--- src/rtl/traffic_pkg.sv ---
// rtl/traffic_pkg.sv - shared constants and road enumeration for the request latch
package traffic_pkg;
  localparam int DEBOUNCE_DEFAULT = 1_000_000;
  localparam int AGE_W            = 4;
  localparam int AGE_MAX          = 15;

  typedef enum logic {
    ROAD_EW = 1'b0,
    ROAD_NS = 1'b1
  } road_t;
endpackage

--- src/rtl/btn_debounce.sv ---
// rtl/btn_debounce.sv - two-flop synchronizer, stability counter and press pulse
// for one raw push-button.
module btn_debounce #(
  parameter int DEBOUNCE_CYCLES = 1_000_000
) (
  input  logic clk,
  input  logic rst_n,
  input  logic i_btn,
  output logic o_press
);
  localparam int CNT_W = $clog2(DEBOUNCE_CYCLES + 1);
  localparam logic [CNT_W-1:0] CNT_LAST = CNT_W'(DEBOUNCE_CYCLES - 1);

  logic             r_sync1;
  logic             r_sync2;
  logic             r_level;
  logic [CNT_W-1:0] r_cnt;
  logic             r_press;
  logic             w_cnt_done;

  assign w_cnt_done = (r_cnt == CNT_LAST);
  assign o_press    = r_press;

  always_ff @(posedge clk or negedge rst_n) begin
    if (!rst_n) begin
      r_sync1 <= 1'b0;
      r_sync2 <= 1'b0;
      r_level <= 1'b0;
      r_cnt   <= '0;
      r_press <= 1'b0;
    end else begin
      r_sync1 <= i_btn;
      r_sync2 <= r_sync1;
      r_press <= 1'b0;
      if (r_sync2 == r_level) begin
        r_cnt <= '0;
      end else if (w_cnt_done) begin
        // Accept the new level; only a rising acceptance emits a press.
        r_level <= r_sync2;
        r_cnt   <= '0;
        r_press <= r_sync2;
      end else begin
        r_cnt <= r_cnt + CNT_W'(1);
      end
    end
  end
endmodule

--- src/rtl/traffic_request_latch.sv ---
// rtl/traffic_request_latch.sv - debounced push-button request latches for two roads;
// optional per-road request aging under REQUEST_AGING_EN.
module traffic_request_latch
  import traffic_pkg::*;
#(
  parameter int DEBOUNCE_CYCLES = DEBOUNCE_DEFAULT
) (
  input  logic CLK100MHZ,
  input  logic reset_n,
  input  logic BTNR,
  input  logic BTNL,
  input  logic BTNU,
  input  logic BTND,
  input  logic serve_east_west,
  input  logic serve_north_south,
  output logic request_east_west,
  output logic request_north_south
`ifdef REQUEST_AGING_EN
  ,
  input  logic             one_second_tick,
  output logic [AGE_W-1:0] request_age_ew,
  output logic [AGE_W-1:0] request_age_ns
`endif
);
  logic       w_press_r;
  logic       w_press_l;
  logic       w_press_u;
  logic       w_press_d;
  logic [1:0] w_press;
  logic [1:0] w_serve;
  logic [1:0] r_request;

  btn_debounce #(.DEBOUNCE_CYCLES(DEBOUNCE_CYCLES)) u_db_r (
    .clk(CLK100MHZ), .rst_n(reset_n), .i_btn(BTNR), .o_press(w_press_r));
  btn_debounce #(.DEBOUNCE_CYCLES(DEBOUNCE_CYCLES)) u_db_l (
    .clk(CLK100MHZ), .rst_n(reset_n), .i_btn(BTNL), .o_press(w_press_l));
  btn_debounce #(.DEBOUNCE_CYCLES(DEBOUNCE_CYCLES)) u_db_u (
    .clk(CLK100MHZ), .rst_n(reset_n), .i_btn(BTNU), .o_press(w_press_u));
  btn_debounce #(.DEBOUNCE_CYCLES(DEBOUNCE_CYCLES)) u_db_d (
    .clk(CLK100MHZ), .rst_n(reset_n), .i_btn(BTND), .o_press(w_press_d));

  assign w_press[ROAD_EW] = w_press_r | w_press_l;
  assign w_press[ROAD_NS] = w_press_u | w_press_d;
  assign w_serve[ROAD_EW] = serve_east_west;
  assign w_serve[ROAD_NS] = serve_north_south;

  // Press has priority over serve so a collision keeps the request.
  always_ff @(posedge CLK100MHZ or negedge reset_n) begin
    if (!reset_n) begin
      r_request <= '0;
    end else begin
      r_request <= w_press | (r_request & ~w_serve);
    end
  end

  assign request_east_west   = r_request[ROAD_EW];
  assign request_north_south = r_request[ROAD_NS];

`ifdef REQUEST_AGING_EN
  logic [AGE_W-1:0] r_age [2];

  for (genvar g = 0; g < 2; g++) begin : g_age
    always_ff @(posedge CLK100MHZ or negedge reset_n) begin
      if (!reset_n) begin
        r_age[g] <= '0;
      end else if (!r_request[g] || w_serve[g] || w_press[g]) begin
        // Idle, cleared, fresh or collided requests all restart at zero,
        // except a repeat press on an already-pending request.
        if (r_request[g] && w_press[g] && !w_serve[g]) begin
          r_age[g] <= r_age[g];
        end else begin
          r_age[g] <= '0;
        end
      end else if (one_second_tick && (r_age[g] != AGE_W'(AGE_MAX))) begin
        r_age[g] <= r_age[g] + AGE_W'(1);
      end
    end
  end

  assign request_age_ew = r_age[ROAD_EW];
  assign request_age_ns = r_age[ROAD_NS];
`endif
endmodule

--- config.mk ---
export PLATFORM = sky130hd
export DESIGN_NAME = traffic_request_latch
export DESIGN_NICKNAME = d
export VERILOG_FILES = /design/src/rtl/traffic_pkg.sv /design/src/rtl/btn_debounce.sv /design/src/rtl/traffic_request_latch.sv
export SDC_FILE = /design/constraint.sdc
export NUM_CORES = 1
export LEC_CHECK = 0
export BUFFER_PORTS_ARGS = -buffer_cell sky130_fd_sc_hd__buf_4
export CAP_MARGIN = 30
export CORE_MARGIN = 10
export CORE_UTILIZATION = 67
export DETAILED_ROUTE_END_ITERATION = 7
export PLACE_DENSITY = 0.86
export SETUP_SLACK_MARGIN = 0.05
export SLEW_MARGIN = 30
export SYNTH_ARGS = -nofsm -noshare
export SYNTH_HDL_FRONTEND = slang
export SYNTH_SLANG_ARGS = --single-unit
--- constraint.sdc ---
create_clock -name CLK100MHZ -period 4.09 [get_ports CLK100MHZ]
set_input_delay 0.2045 -clock CLK100MHZ [delete_from_list [all_inputs] [get_ports CLK100MHZ]]
set_output_delay 0.2045 -clock CLK100MHZ [all_outputs]
set_load 0.02 [all_outputs]
After elaboration in Yosys (flattened, before gate mapping)

Index checks and enable logic that the tools add are counted.

$add $sub $neg: 4
Eq/ne operators: 8
Multiplexer cells: 16
Bitwise logic cells: 9
Reductions and logical operators: 4

Operators with widths:

| cell                  | count |
|---|---|
| $mux 20               | 8 |
| $add 20x1->20 const B | 4 |
| $eq 20x20->1 const B  | 4 |
| $mux 1                | 8 |
| $reduce_and 2->1      | 4 |
| $eq 1x1->1            | 4 |
| $not 1->1             | 4 |
| $and 2x2->2           | 1 |
| $not 2->2             | 1 |
| $or 1x1->1            | 2 |
| $or 2x2->2            | 1 |

Bits in registers: 98
Bits of input ports: 8
Output and inout bits: 2
Logic and storage cells: 62

Longest topological paths before layout

Depth after elaboration: 3
Depth in mapped cells: 6
Depth with buffers taken out: 5

By module

A second synthesis with hierarchy kept.

Cells, all modules: 472
Area, all modules: 4619.4 sq um

Modules (own cells, without submodules):

| module                | instances | cells each | area an instance (sq um) | seq. area each (sq um) |
|---|---|---|---|---|
| btn_debounce          | 4         | 116        | 1136.1                   | 600.6 |
| traffic_request_latch | 1         | 8          | 75.1                     | 50.0 |

Worst setup path before layout

No wires, ideal clock.

Path kind: reg-to-reg
From: register u_db_u.r_cnt[0]
To: register u_db_u.r_cnt[18]
Library setup time: 0.078 ns
Arrival time: 1.893 ns
Required time: 4.012 ns
Path slack: 2.119 ns
Cell stages (with the launch flop): 7
Path buffers: 1
Period minus slack after synthesis: 1.971 ns
Cells stage by stage: dfrtp_1 > ha_1 > nand2_1 > or4_1 > buf_2 > or4_1 > a21oi_1

Cells in the longest elaborated chain, start to end: 3
Elaborated cells on any way between the ends: 4
Classes of those cells: add/sub (1); eq/ne (1); mux (2)

RTL lines:

| element                                              | RTL line                               | source |
|---|---|---|
| start, declared                                      | btn_debounce.sv:17                     | `logic [CNT_W-1:0] r_cnt;` |
| start signal, assigned                               | btn_debounce.sv:43                     | `r_cnt <= r_cnt + CNT_W'(1);` |
| $add 20x1->20 / $eq 20x20->1 (equally long branches) | btn_debounce.sv:43, btn_debounce.sv:21 |  |
| $mux 20 (*)                                          | btn_debounce.sv:37                     | `end else if (w_cnt_done) begin` |
| $mux 20 (*)                                          | btn_debounce.sv:35                     | `if (r_sync2 == r_level) begin` |

Every way passes the cells marked *; elsewhere a longest branch is shown, timed or not.
A chain may end at the register's enable or synchronous reset.

Final worst setup path

Ends and elaborated chain as after synthesis.

==> flow_summary.json <==
{
  "status": "completed",
  "slowest_delay_ps": 630,
  "ys_seq_area_frac": 0.5361,
  "cts_setup_buffers": 0,
  "netlist-cell-type-count": 35,
  "finalHoldViolations": 0,
  "switching_power_total_w": 0.0003676,
  "finalWorstPathRequiredPeriod_ps": 2120,
  "dp_hpwl_um": 5642,
  "flow.area_growth_from_synthesis_pct": 8.507,
  "finalSetupTns_ps": 0,
  "path_cells": "ha_1 -> nand2_1 -> or4_1 -> or4_1 -> a21oi_1",
  "netSwitchingFraction": 0.2225,
  "start_util": 0.6808,
  "timing.critical_path.from_type": "flip-flop",
  "rr_worst_depth": 5,
  "antennaDiodeCount": 0,
  "std_cell_rows": 30,
  "worstHoldPathType": "input port to flip-flop",
  "worstPathMaxFanout": 8,
  "grt_antenna_before_repair": 0,
  "place.detailed.instances": 543,
  "worst_skew_pair.late_latency_ps": 360,
  "cts-root-to-sink-buffers": 2,
  "yosys_most_used_dff": "sky130_fd_sc_hd__dfrtp_1",
  "numClockSinks": 98,
  "wire_per_inst_um": 14.87,
  "track_usage": 0.1741,
  "design.core.area_um2": 6719,
  "syn_inst": 462,
  "detailed_routing_iteration_count_for_the_pre_antenna_repair_pass": 5,
  "seq_power_share": 0.602,
  "total_number_of_nets_in_the_final_design": 491,
  "io_buffers": 9,
  "postSynthRegisterBits": 98,
  "cts_root_buf": "sky130_fd_sc_hd__clkbuf_8",
  "crit_required_ps": 4370,
  "critical_path_arrival_ps": 2410,
  "report.final.setup_viol": 0,
  "worst-setup-path-type": "flip-flop to flip-flop",
  "power.density_cell_area_nw_per_um2": 332.9,
  "post_drt_via_cell_ratio": 6.110,
  "yosys_warnings": 0,
  "worst_r2r_endpoint": "u_db_u.r_cnt[18]",
  "tritoncts": "done",
  "layout_commonest_cell": "sky130_fd_sc_hd__dfrtp_1",
  "htree_levels": 3,
  "postSynth.asyncResetShare": 1.000,
  "grt_max_degree": 70,
  "first_global_vias": 3266,
  "post_synth_main_area_contributors": "sky130_fd_sc_hd__dfrtp_1 54%, sky130_fd_sc_hd__xnor2_1 6.7%, sky130_fd_sc_hd__nor2_1 5.6%, sky130_fd_sc_hd__xor2_1 3.3%, sky130_fd_sc_hd__nand4_1 3.1%",
  "drt_drc_violations_left": 0,
  "worst_r2r_startpoint": "u_db_u.r_cnt[0]",
  "maxCapViolCount": 0,
  "holdBufCountCts": 5,
  "clockPowerShare": 0.360,
  "crit_start": "u_db_u.r_cnt[0]",
  "drtIter0Drc": 116,
  "internal_power_w": 0.001285,
  "totalPowerFinal_w": 0.001652,
  "cts.reportedPaths.clkPinSlew_ps": 80,
  "mostFrequentLayoutCells": "98 x sky130_fd_sc_hd__dfrtp_1, 68 x sky130_fd_sc_hd__nor2_1, 35 x sky130_fd_sc_hd__xnor2_1",
  "comb_power_share": 0.038,
  "post-route-period-util": 0.5184,
  "synth_top_area_share": 0.5361,
  "cell_with_the_most_instances_on_the_worst_path": "sky130_fd_sc_hd__or4_1",
  "crit_path_end": "u_db_u.r_cnt[18]",
  "via_count": 3440,
  "syn_area_per_cell_um2": 9.901,
  "hold_path_startpoint": "serve_north_south",
  "design.die.area_um2": 10530,
  "mappedNetlistArea_um2": 4574,
  "cts_resized": 0,
  "instances_no_fill": 563,
  "die-width_um": 102.6,
  "grt.overflow.total": 0,
  "final_layout_size_suffix_gt1_frac": 0.08489,
  "post_synth_top_area_cell": "sky130_fd_sc_hd__dfrtp_1",
  "grt_pass1_wl_um": 14770,
  "pin_count": 10,
  "fillCellCount": 463,
  "static-leakage-power_nw": 1.994,
  "critical_path.slowest_cell": "sky130_fd_sc_hd__or4_1",
  "cts_made_buffers": 9,
  "ir_drop_mv": 0.2009,
  "achievable-frequency_ghz": 0.4716,
  "mappedNetlistNets": 474,
  "fin_max_slew_vios": 0,
  "place_congestion": 0.8129,
  "setup.worst_path.end_class": "flip-flop",
  "reg2reg_setup_slack_ps": 1970,
  "slew_headroom": 0.4380,
  "chipHeight_um": 102.6,
  "synth_edf_count": 0,
  "setup_clock_skew_after_layout_ps": 5.914,
  "detail_route.wirelength_um": 8370,
  "grt_setup_unrepaired": "no",
  "worst_pin_slew_ps": 842.9,
  "route.antenna.remaining_nets": 0
}
[critical path: cells and delay by family, from the launching register on]
| family | cells | cell delay, ps |
|---|---|---|
| fa+ha+maj | 1 | 250 |
| simple gates | 3 | 1230 |
| flops | 1 | 420 |
| compound gates | 1 | 150 |
[stage by stage]
step                      cell area (µm²)  worst slack, ps  utilization  hold WS [ps]
after floorplan                      4574             2119            -        -91.09
after global placement               4717             1985       0.7020         313.8
after detailed placement             4725             1961       0.7032         315.1
after CTS                            4964             1943       0.7387         3.507
after global routing                 4964             1825       0.7387         10.53
final                                4964             1970       0.7387         10.78
[layout make-up]
| cell class | instances | area [µm²] | area share |
|---|---|---|---|
| sequential | 98 | 2452 | 0.4941 |
| multi-input combinational | 334 | 2014 | 0.4058 |
| clock buffer | 13 | 178.9 | 0.03605 |
| timing repair buffer | 16 | 132.6 | 0.02672 |
| tap | 80 | 100.1 | 0.02017 |
| inverter | 20 | 75.07 | 0.01512 |
| clock inverter | 2 | 10.01 | 0.002017 |
[worst min-delay path by stage]
stage | end | slack, ps | depth (start not counted)
3_5_place_dp | u_db_r.r_sync1 | 320 | 1
2_1_floorplan | r_request[0] | -90 | 0
6_report | r_request[1] | 10 | 2
5_1_grt | r_request[1] | 10 | 2
3_3_place_gp | u_db_d.r_sync1 | 310 | 1
4_1_cts | r_request[1] | 4 | 2
[cell usage after synthesis, types with 10 or more instances]
cell,count
sky130_fd_sc_hd__dfrtp_1,98
sky130_fd_sc_hd__nor2_1,68
sky130_fd_sc_hd__xnor2_1,35
sky130_fd_sc_hd__nand3_1,27
sky130_fd_sc_hd__nand2_1,23
sky130_fd_sc_hd__nand4_1,23
sky130_fd_sc_hd__o21ai_0,21
sky130_fd_sc_hd__a21oi_1,20
sky130_fd_sc_hd__inv_1,20
sky130_fd_sc_hd__xor2_1,17
sky130_fd_sc_hd__nor3_1,16
sky130_fd_sc_hd__nor4_1,16
sky130_fd_sc_hd__or3_1,10
[metal layers]
| metal | vias up | GRT usage | routed length (µm) |
|---|---|---|---|
| li1 | 1658 | - | - |
| met1 | 1698 | 0.2224 | 3726 |
| met2 | 67 | 0.2787 | 4213 |
| met3 | 17 | 0.03686 | 279 |
| met4 | 0 | 0.07809 | 151 |
| met5 | - | 0 | 0 |
[kinds of logic (layout without fill, tap and decap cells)]
| kind of cell | count (synthesis) | in the layout | synth area share |
|---|---|---|---|
| buffers and inverters | 30 | 51 | 0.02516 |
| multiplexers | 7 | 7 | 0.01614 |
| AND/OR/NAND/NOR | 219 | 219 | 0.2467 |
| AO/OA/AOI/OAI | 52 | 52 | 0.06537 |
| XOR/XNOR | 52 | 52 | 0.09956 |
| adder cells (fa/ha/maj) | 4 | 4 | 0.01094 |
| flip-flops | 98 | 98 | 0.5361 |
[state kept, by name, indices dropped and copies added (netlist names)]
signal and flops:
u_db_u.r_cnt 20, u_db_d.o_press 1, u_db_d.r_sync2 1, u_db_d.r_cnt 20
u_db_l.r_cnt 20, r_request 2, u_db_u.r_sync1 1, u_db_d.r_level 1
u_db_u.r_level 1, u_db_r.r_cnt 20, u_db_r.r_level 1, u_db_l.r_sync1 1
u_db_d.r_sync1 1, u_db_l.r_level 1, u_db_l.r_sync2 1, u_db_u.o_press 1
u_db_r.r_sync1 1, u_db_r.r_sync2 1, u_db_l.o_press 1, u_db_r.o_press 1
u_db_u.r_sync2 1
[power by group through the flow]
stage	sequential, W	clock [W]	combinational, W
6_report	0.000995	0.000594	0.0000634
5_1_grt	0.000998	0.000648	0.0000731
4_1_cts	0.000995	0.000604	0.0000654
3_5_place_dp	0.00101	0	0.0000611
3_3_place_gp	0.00101	0	0.0000578
2_1_floorplan	0.00101	0	0.0000281
Note: power is estimated with default switching activity, not from simulation.
